**config.mk**
```make
export PLATFORM = sky130hd
export DESIGN_NAME = ks_limb_adder_seq
export DESIGN_NICKNAME = d
export VERILOG_FILES = /design/src/rtl/ks_pkg.sv /design/src/rtl/ks_limb_adder_seq_ks16.sv /design/src/rtl/ks_limb_adder_seq.sv
export SDC_FILE = /design/constraint.sdc
export NUM_CORES = 1
export LEC_CHECK = 0
export CAP_MARGIN = 20
export CORE_AREA = 2 2 135 137
export CTS_BUF_LIST = sky130_fd_sc_hd__clkbuf_16
export DETAILED_ROUTE_END_ITERATION = 16
export DIE_AREA = 0 0 137 139
export GPL_TIMING_DRIVEN = 0
export PLACE_DENSITY = 0.94
export RECOVER_POWER = 25
export SYNTH_ARGS = -nofsm -noshare
export SYNTH_HDL_FRONTEND = slang
export SYNTH_SLANG_ARGS = --single-unit
```
**constraint.sdc**
```tcl
create_clock -name clk -period 13.4 [get_ports clk]
set_input_delay 2.68 -clock clk [delete_from_list [all_inputs] [get_ports clk]]
set_output_delay 2.68 -clock clk [all_outputs]
set_load 0.01 [all_outputs]
```
**src/rtl/ks_pkg.sv**
```systemverilog
// ks_pkg: shared limb width, FSM states and the ks16 pin-map helpers.
package ks_pkg;
  localparam int LIMB_W = 16;
  typedef enum logic [1:0] {IDLE, RUN, DONE} state_e;
  function automatic logic [31:0] pack_ks16_in(input logic [15:0] a, input logic [15:0] b);
    logic [31:0] r;
    for (int i = 0; i < 16; i++) begin
      r[15-i] = a[i];
      r[31-i] = b[i];
    end
    return r;
  endfunction
  function automatic logic [16:0] unpack_ks16_out(input logic [16:0] o);
    logic [16:0] r;
    for (int i = 0; i < 16; i++) r[i] = o[16-i];
    r[16] = o[0];
    return r;
  endfunction
endpackage

```
**src/rtl/ks_limb_adder_seq_ks16.sv**
```systemverilog
// ks16: combinational 16-bit Kogge-Stone adder with bit-reversed pin map, carry on out_o[0].
module ks16 (
  input  logic [31:0] in_i,
  output logic [16:0] out_o
);
  logic [15:0] a, b, g, p, s;
  genvar i;
  for (i = 0; i < 16; i++) begin : g_pin
    assign a[i] = in_i[15-i];
    assign b[i] = in_i[31-i];
    assign out_o[16-i] = s[i];
  end
  // Four prefix levels at distance 1,2,4,8; low bits need no propagate once their generate is final.
  always_comb begin
    g = a & b;
    p = a ^ b;
    for (int k = 0; k < 4; k++) begin
      g = g | (p & (g << (1 << k)));
      p = p & (p << (1 << k));
    end
  end
  assign s = (a ^ b) ^ {g[14:0], 1'b0};
  assign out_o[0] = g[15];
endmodule

```
**src/rtl/ks_limb_adder_seq.sv**
```systemverilog
// ks_limb_adder_seq: multi-limb adder, one 16-bit ks16 limb per cycle, LSB limb first.
module ks_limb_adder_seq
  import ks_pkg::*;
#(
  parameter int LIMBS = 4
) (
  input  logic                  clk,
  input  logic                  rst,
  input  logic                  in_valid,
  output logic                  in_ready,
  input  logic [LIMBS*16-1:0]   in_a,
  input  logic [LIMBS*16-1:0]   in_b,
  input  logic                  in_cin,
  output logic                  out_valid,
  input  logic                  out_ready,
  output logic [LIMBS*16-1:0]   out_sum,
  output logic                  out_cout
);
  localparam int W = LIMBS * LIMB_W;
  localparam int IW = $clog2(LIMBS + 1);
  state_e state_q, state_d;
  logic [W-1:0] a_q, a_d, b_q, b_d, sum_q, sum_d;
  logic [IW-1:0] idx_q, idx_d;
  logic cy_q, cy_d, cn, last;
  logic [16:0] ks_out, ks_cs;
  logic [LIMB_W-1:0] limb;
  ks16 u_ks16 (
    .in_i (pack_ks16_in(a_q[LIMB_W-1:0], b_q[LIMB_W-1:0])),
    .out_o(ks_out)
  );
  assign ks_cs = unpack_ks16_out(ks_out);
  // The incoming carry is folded in with an incrementer after the slice.
  assign limb = ks_cs[15:0] + LIMB_W'(cy_q);
  assign cn = ks_cs[16] | (cy_q & (&ks_cs[15:0]));
  assign last = idx_q == IW'(LIMBS - 1);
  always_comb begin
    state_d = state_q;
    a_d = a_q;
    b_d = b_q;
    cy_d = cy_q;
    idx_d = idx_q;
    sum_d = sum_q;
    case (state_q)
      IDLE: if (in_valid) begin
        state_d = RUN;
        a_d = in_a;
        b_d = in_b;
        cy_d = in_cin;
        idx_d = '0;
      end
      RUN: begin
        a_d = a_q >> LIMB_W;
        b_d = b_q >> LIMB_W;
        sum_d = W'({limb, sum_q} >> LIMB_W);
        cy_d = cn;
        idx_d = idx_q + IW'(1);
        state_d = last ? DONE : RUN;
      end
      DONE: state_d = out_ready ? IDLE : DONE;
      default: state_d = IDLE;
    endcase
  end
  always_ff @(posedge clk or posedge rst) begin
    if (rst) begin
      state_q <= IDLE;
      a_q <= '0;
      b_q <= '0;
      sum_q <= '0;
      cy_q <= 1'b0;
      idx_q <= '0;
    end else begin
      state_q <= state_d;
      a_q <= a_d;
      b_q <= b_d;
      sum_q <= sum_d;
      cy_q <= cy_d;
      idx_q <= idx_d;
    end
  end
  assign in_ready = state_q == IDLE;
  assign out_valid = state_q == DONE;
  assign out_sum = sum_q;
  assign out_cout = cy_q;
endmodule

```
==> parameters.txt, run 1 <==
Parameter                              Value

Clock network
  Clock sinks    198
  Total of hold buffers inserted after clock tree synthesis    0
  Maximum buffer depth of the clock tree    2
  Setup Buffers After CTS    0
  TritonCTS Buffers    17
  Clock root buffer    sky130_fd_sc_hd__clkbuf_16
  Max H-tree Level    4
  TritonCTS clock tree    yes
  Clock-pin slew on the worst setup and hold paths    70 ps
  Total of cells resized after clock tree synthesis    0
  Latest clock arrival within the worst-skew pair    440 ps

STA
  Fmax    0.185 GHz
  Aggregate negative setup slack    0 ps
  Post-route worst setup slack    7980 ps
  Unrepaired setup endpoints after global routing    no
  Relative slew slack    -1.34
  Endpoints failing hold    0
  Min cycle time layout    5420 ps
  Final cycle utilization of the critical path    0.404
  Worst slew pin tran    3490 ps
  Final Max Slew Viols    80
  Worst clock skew    10.8 ps
  Number of setup violations in the final report    0

Yosys
  Most common flop cell mapped by yosys    sky130_fd_sc_hd__dfrtp_1
  Synthesized Nets    1195
  Warnings, synthesis    0
  Post-synthesis instance total    1041
  Share of async-settable or async-resettable flops after synthesis    1.00
  Synthesized area divided by synthesized cell count    9.32 µm²
  Flip-flop and latch count after synthesis    198
  Post-Synthesis Cell Area    9700 µm²
  Part of the Yosys area used for sequential elements    0.511
  Unique cell type count in the Yosys netlist    50
  Number of enable flip-flop cells after synthesis    0

Finish
  Number of nets at the end of the flow    1414
  Layout cell share with drive strength beyond 1    0.0283
  Area of combinational cells with multiple inputs    4410 µm²
  Post-route core utilization    0.708
  Total non-filler cell area in the finished layout    12500 µm²
  Area Overhead vs Synth    28.9%
  Fillers    1273
  Top library cells by usage in the layout, fill and taps aside    sky130_fd_sc_hd__nand2_1 (234), sky130_fd_sc_hd__dfrtp_1 (198), sky130_fd_sc_hd__clkdlybuf4s50_1 (197)
  Reg area    4950 µm²
  Final antenna diode count    0
  Most common library cell in the layout ignoring fill and taps    sky130_fd_sc_hd__nand2_1
  Final standard cell count with taps included and fillers excluded    1501

Die
  Floorplan die height    139 µm
  Die Area    19000 µm²
  Die W    137 µm
  Number of top-level pins    200
  Initial core utilization    0.549
  Number of standard-cell rows in the floorplan    49
  Core Region    17700 µm²

Power
  Power density of the placed cells    217 nW/µm²
  Net load switching power    1130 µW
  Leakage power total    0.00574 µW
  P_int    1580 µW
  Worst vdd rail ir drop    0.000129 V
  Net switching share of the total power    0.417
  Part of the total power dissipated in sequential elements    0.370
  Combinational share of power    0.459
  Clk network pwr share    0.170

Hold path
  Worst hold-check path type    register to register

Global route
  Wire length of the first global-routing pass    44800 µm
  Total global routing overflow    0
  Vias in the first global route    9080
  Fraction of met3 tracks used by global routing    0.0720
  Total routing resource utilization after global routing    0.299
  Pin count of the biggest net entering global routing    120
  Layer with the highest usage    met2
  Met1 track demand over resource in global routing    0.353
  GR Layer Usage met2    0.495
  Number of antenna violations at the first check in global routing    1

Placement
  Post-detailed-placement cell area    12000 µm²
  Post-DP HPWL    20800 µm
  Port-buffer cells    199
  Dpl ws    8280 ps
  Instance count after placement with tap cells included    1470
  Gpl congestion    0.941

Worst setup path
  Cells traversed along the worst timing path    clkbuf_1 > clkbuf_1 > clkbuf_1 > nor2_1 > clkdlybuf4s50_1
  Data arrival, critical path    2740 ps
  Crit path buf inv count    4
  Maximum fanout count along the critical path    10
  Type of element launching the critical path    register
  Type of destination of the critical path    primary output
  Slowest-stage cell, CP    sky130_fd_sc_hd__clkbuf_1
  Worst Path Class, Setup    register to primary output
  Crit path largest cell delay    510 ps
  Most frequent CP cell    sky130_fd_sc_hd__clkbuf_1
  Required arrival time at the worst endpoint    10720 ps
  Kind of cell adding the most delay to the critical path    buffers and inverters

Routing
  Detailed-route wire length    28100 µm
  ANT nets after route    0
  Detailed Route Iter0 Violations    713
  Vias post-DR    8959
  Remaining DRCs    0
  WL/cell    18.7 µm
  DRT Pass-1 Iters    6
  Vias per Instance    5.97

Run status
  Violated checks    capacitance limit, slew limit
  Result of the run    finished, violations left

Run
  Count of maximum capacitance violations    1
per-stage QoR:
stage	total power (µW)	hold WS, ps
2_1_floorplan	1720	450
3_3_place_gp	2150	457
3_5_place_dp	2220	462
4_1_cts	2700	478
5_1_grt	2880	503
6_report	2710	477
logic make-up (layout without fill, tap and decap cells):
kind of cell / Yosys count / after routing / share of synthesized area
flops: 198 / 198 / 0.511
xor+xnor: 25 / 25 / 0.0226
buf+inv: 85 / 316 / 0.0329
mux: 1 / 1 / 0.00103
fa+ha+maj: 21 / 21 / 0.0279
simple gates: 389 / 389 / 0.205
compound gates: 322 / 322 / 0.200
routing by layer:
| metal | part of all wire | vias to the layer above |
|---|---|---|
| met3 | 0.085 | 115 |
| met1 | 0.37 | 4278 |
| met5 | 0.00057 | - |
| met4 | 0.051 | 2 |
| met2 | 0.49 | 491 |
| li1 | - | 4073 |
cells in the mapped netlist (2+ instances only):
| cell type | count | area, µm² |
|---|---|---|
| sky130_fd_sc_hd__dfrtp_1 | 198 | 4950 |
| sky130_fd_sc_hd__and2_1 | 7 | 43.8 |
| sky130_fd_sc_hd__ha_1 | 20 | 250 |
| sky130_fd_sc_hd__xnor2_1 | 16 | 140 |
| sky130_fd_sc_hd__a22o_1 | 34 | 298 |
| sky130_fd_sc_hd__nand2_1 | 234 | 878 |
| sky130_fd_sc_hd__a22oi_1 | 34 | 255 |
| sky130_fd_sc_hd__nand2b_1 | 3 | 18.8 |
| sky130_fd_sc_hd__buf_1 | 2 | 7.51 |
| sky130_fd_sc_hd__nor2_1 | 14 | 52.6 |
| sky130_fd_sc_hd__xor2_1 | 9 | 78.8 |
| sky130_fd_sc_hd__and3_1 | 4 | 25.0 |
| sky130_fd_sc_hd__nor2b_1 | 40 | 250 |
| sky130_fd_sc_hd__a31oi_1 | 4 | 25.0 |
| sky130_fd_sc_hd__nor3_1 | 4 | 20.0 |
| sky130_fd_sc_hd__a211oi_1 | 2 | 15.0 |
| sky130_fd_sc_hd__o21bai_1 | 2 | 15.0 |
| sky130_fd_sc_hd__a21oi_1 | 112 | 561 |
| sky130_fd_sc_hd__and3b_1 | 62 | 543 |
| sky130_fd_sc_hd__o21ai_1 | 8 | 40.0 |
| sky130_fd_sc_hd__nand3_1 | 8 | 40.0 |
| sky130_fd_sc_hd__nand4_1 | 5 | 31.3 |
| sky130_fd_sc_hd__o21ai_0 | 106 | 531 |
| sky130_fd_sc_hd__inv_1 | 4 | 15.0 |
| sky130_fd_sc_hd__a21o_1 | 6 | 45.0 |
| sky130_fd_sc_hd__clkbuf_1 | 79 | 297 |
worst paths after layout:
check                                            start                      end  slack, ps  depth (start not counted)
worst min-delay path            out_sum[5]$_DFFE_PP0P_   out_sum[5]$_DFFE_PP0P_        480                          2
worst max-delay path            state_q[0]$_DFFE_PP0P_                 in_ready       7980                          5
min in group asynchronous                          rst  out_sum[26]$_DFFE_PP0P_       3720                          2
max in group asynchronous                          rst      b_q[12]$_DFFE_PP0P_       8110                          2
worst max register to register      a_q[0]$_DFFE_PP0P_     out_cout$_DFFE_PP0P_       9840                         10
worst min register to register  out_sum[5]$_DFFE_PP0P_   out_sum[5]$_DFFE_PP0P_        480                          2
worst reg2reg max path: cells and delay by family (launching register included):
kind            cells  cell delay (ps)
simple gates        4             1600
fa+ha+maj           2              660
compound gates      3              590
flops               1              410
xor+xnor            1              230
power groups by stage:
stage	registers [µW]	logic [µW]	clock network, µW
floorplan	985	738	0
global placement	988	1160	0
detailed placement	1000	1220	0
CTS	997	1240	463
global route	1020	1370	487
finish	1000	1240	462
state kept, by name, indices dropped and copies added (netlist names):
name and count:
a_q 64, b_q 64, out_sum 64, idx_q 3, state_q 2, out_cout 1
area by class of cell:
type                    instances  area share
flip-flops and latches        198       0.396
multi-input cells             758       0.353
repair buffers                200       0.161
clock buffers                  17      0.0340
plain buffers                  81      0.0243
well taps                     229      0.0229
clock inverters                14     0.00710
inverters                       4     0.00130
No activity file was read; power rests on OpenSTA's default activity.
==> run 2, diff against run 1 <==
--- a/config.mk
+++ b/config.mk
@@ -6,12 +6,12 @@
 export NUM_CORES = 1
 export LEC_CHECK = 0
 export CAP_MARGIN = 20
-export CORE_AREA = 2 2 135 137
+export CORE_AREA = 2 2 147 149
 export CTS_BUF_LIST = sky130_fd_sc_hd__clkbuf_16
 export DETAILED_ROUTE_END_ITERATION = 16
-export DIE_AREA = 0 0 137 139
+export DIE_AREA = 0 0 149 151
 export GPL_TIMING_DRIVEN = 0
-export PLACE_DENSITY = 0.94
+export PLACE_DENSITY = 0.85
 export RECOVER_POWER = 25
 export SYNTH_ARGS = -nofsm -noshare
 export SYNTH_HDL_FRONTEND = slang
==> constraint.sdc (replaced) <==
create_clock -name clk -period 4.7 [get_ports clk]
set_input_delay 0.94 -clock clk [delete_from_list [all_inputs] [get_ports clk]]
set_output_delay 0.94 -clock clk [all_outputs]
set_load 0.01 [all_outputs]
==> parameters.txt, run 2 (same netlist as run 1, synthesis figures left out) <==
Parameter                              Value

STA
  Min cycle time layout    3650 ps
  Number of setup violations in the final report    0
  Fmax    0.274 GHz
  Final cycle utilization of the critical path    0.777
  Unrepaired setup endpoints after global routing    no
  Worst slew pin tran    2240 ps
  Aggregate negative setup slack    0 ps
  Final Max Slew Viols    39
  Worst clock skew    13.3 ps
  Worst-case hold slack    481 ps
  Endpoints failing hold    0
  Relative slew slack    -0.491

Routing
  ANT nets after route    0
  Vias per Instance    5.59
  DRT Pass-1 Iters    9
  Vias post-DR    8679
  Detailed Route Iter0 Violations    748
  Remaining DRCs    0
  WL/cell    17.8 µm
  Detailed-route wire length    27600 µm

Die
  Initial core utilization    0.466
  Number of top-level pins    200
  Die Area    22500 µm²
  Number of standard-cell rows in the floorplan    53
  Core Region    20800 µm²
  Floorplan die height    151 µm
  Die W    149 µm

Finish
  Number of nets at the end of the flow    1419
  Post-route core utilization    0.613
  Final antenna diode count    0
  Most common library cell in the layout ignoring fill and taps    sky130_fd_sc_hd__nand2_1
  Area Overhead vs Synth    31.6%
  Top library cells by usage in the layout, fill and taps aside    sky130_fd_sc_hd__nand2_1 (234), sky130_fd_sc_hd__dfrtp_1 (198), sky130_fd_sc_hd__clkdlybuf4s50_1 (198)
  Layout cell share with drive strength beyond 1    0.0360

Clock network
  Maximum buffer depth of the clock tree    2
  Clock sinks    198
  Setup Buffers After CTS    0
  Clock root buffer    sky130_fd_sc_hd__clkbuf_16
  Total of cells resized after clock tree synthesis    0
  Latest clock arrival within the worst-skew pair    450 ps
  TritonCTS Buffers    17
  Total of hold buffers inserted after clock tree synthesis    0
  Max H-tree Level    4
  Clock-pin slew on the worst setup and hold paths    90 ps
  TritonCTS clock tree    yes

Power
  Leakage power total    0.00583 µW
  Total chip power    7910 µW
  Worst vdd rail ir drop    0.000326 V
  Power density of the placed cells    619 nW/µm²

Placement
  Port-buffer cells    199
  Post-DP HPWL    21200 µm
  Gpl congestion    0.908

Global route
  Pin count of the biggest net entering global routing    43
  Number of antenna violations at the first check in global routing    0
  Total global routing overflow    0
  Vias in the first global route    8770
  Wire length of the first global-routing pass    44200 µm
  Total routing resource utilization after global routing    0.251

Run status
  Violated checks    capacitance limit, slew limit
  Result of the run    finished, violations left

Worst setup path
  Worst Path Class, Setup    register to primary output
  Data arrival, critical path    2710 ps
  Type of destination of the critical path    primary output
  Required arrival time at the worst endpoint    3760 ps
  Maximum fanout count along the critical path    10
  Type of element launching the critical path    register

Hold path
  Worst hold-check path type    register to register

Run
  Count of maximum capacitance violations    1
-- run 2: routing by layer --
metal / track usage / vias up / share of wire
met3: 0.0548 / 74 / 0.076
met5: 0 / - / 0
met4: 0.116 / 0 / 0.040
met1: 0.314 / 4103 / 0.41
met2: 0.418 / 407 / 0.48
li1: - / 4095 / -
-- run 2: power breakdown --
part	internal, µW	switching, µW
clock network	734	781
logic	1500	2050
registers	2350	497
total	4580	3330
-- run 2: worst max-delay path, cell delays in order (launching register included) --
cell and delay (ps):
sky130_fd_sc_hd__dfrtp_1 400, sky130_fd_sc_hd__clkbuf_1 320, sky130_fd_sc_hd__clkbuf_1 490, sky130_fd_sc_hd__clkbuf_1 460
sky130_fd_sc_hd__nor2_1 100, sky130_fd_sc_hd__clkdlybuf4s50_1 490
-- run 2: final timing paths --
check                                        startpoint                      end  slack, ps  cells after the start
worst min-delay path            out_sum[13]$_DFFE_PP0P_  out_sum[13]$_DFFE_PP0P_        480                      2
worst min register to register  out_sum[13]$_DFFE_PP0P_  out_sum[13]$_DFFE_PP0P_        480                      2
min in group asynchronous                           rst   out_sum[9]$_DFFE_PP0P_        880                      2
worst max register to register       a_q[0]$_DFFE_PP0P_     out_cout$_DFFE_PP0P_       1300                     10
max in group asynchronous                           rst      b_q[52]$_DFFE_PP0P_       1190                      6
worst max-delay path             state_q[0]$_DFFE_PP0P_                 in_ready       1050                      5
-- run 2: final cells by class --
| class | instances | area (µm²) |
|---|---|---|
| flip-flops and latches | 198 | 4950 |
| well taps | 275 | 344 |
| clock inverters | 15 | 194 |
| repair buffers | 205 | 2100 |
| multi-input cells | 758 | 4420 |
| clock buffers | 17 | 425 |
| inverters | 4 | 16.3 |
| fillers | 1726 | 8060 |
| plain buffers | 81 | 304 |
-- run 2: stage by stage --
stage / cells / worst slack, ps / instance area (µm²)
after floorplan: 1041 / 1200 / 9700
after global placement: 1515 / -275 / 12000
after detailed placement: 1521 / 1310 / 12200
after CTS: 1553 / 1070 / 12800
after global routing: 1553 / 707 / 12800
final: 1553 / 1050 / 12800
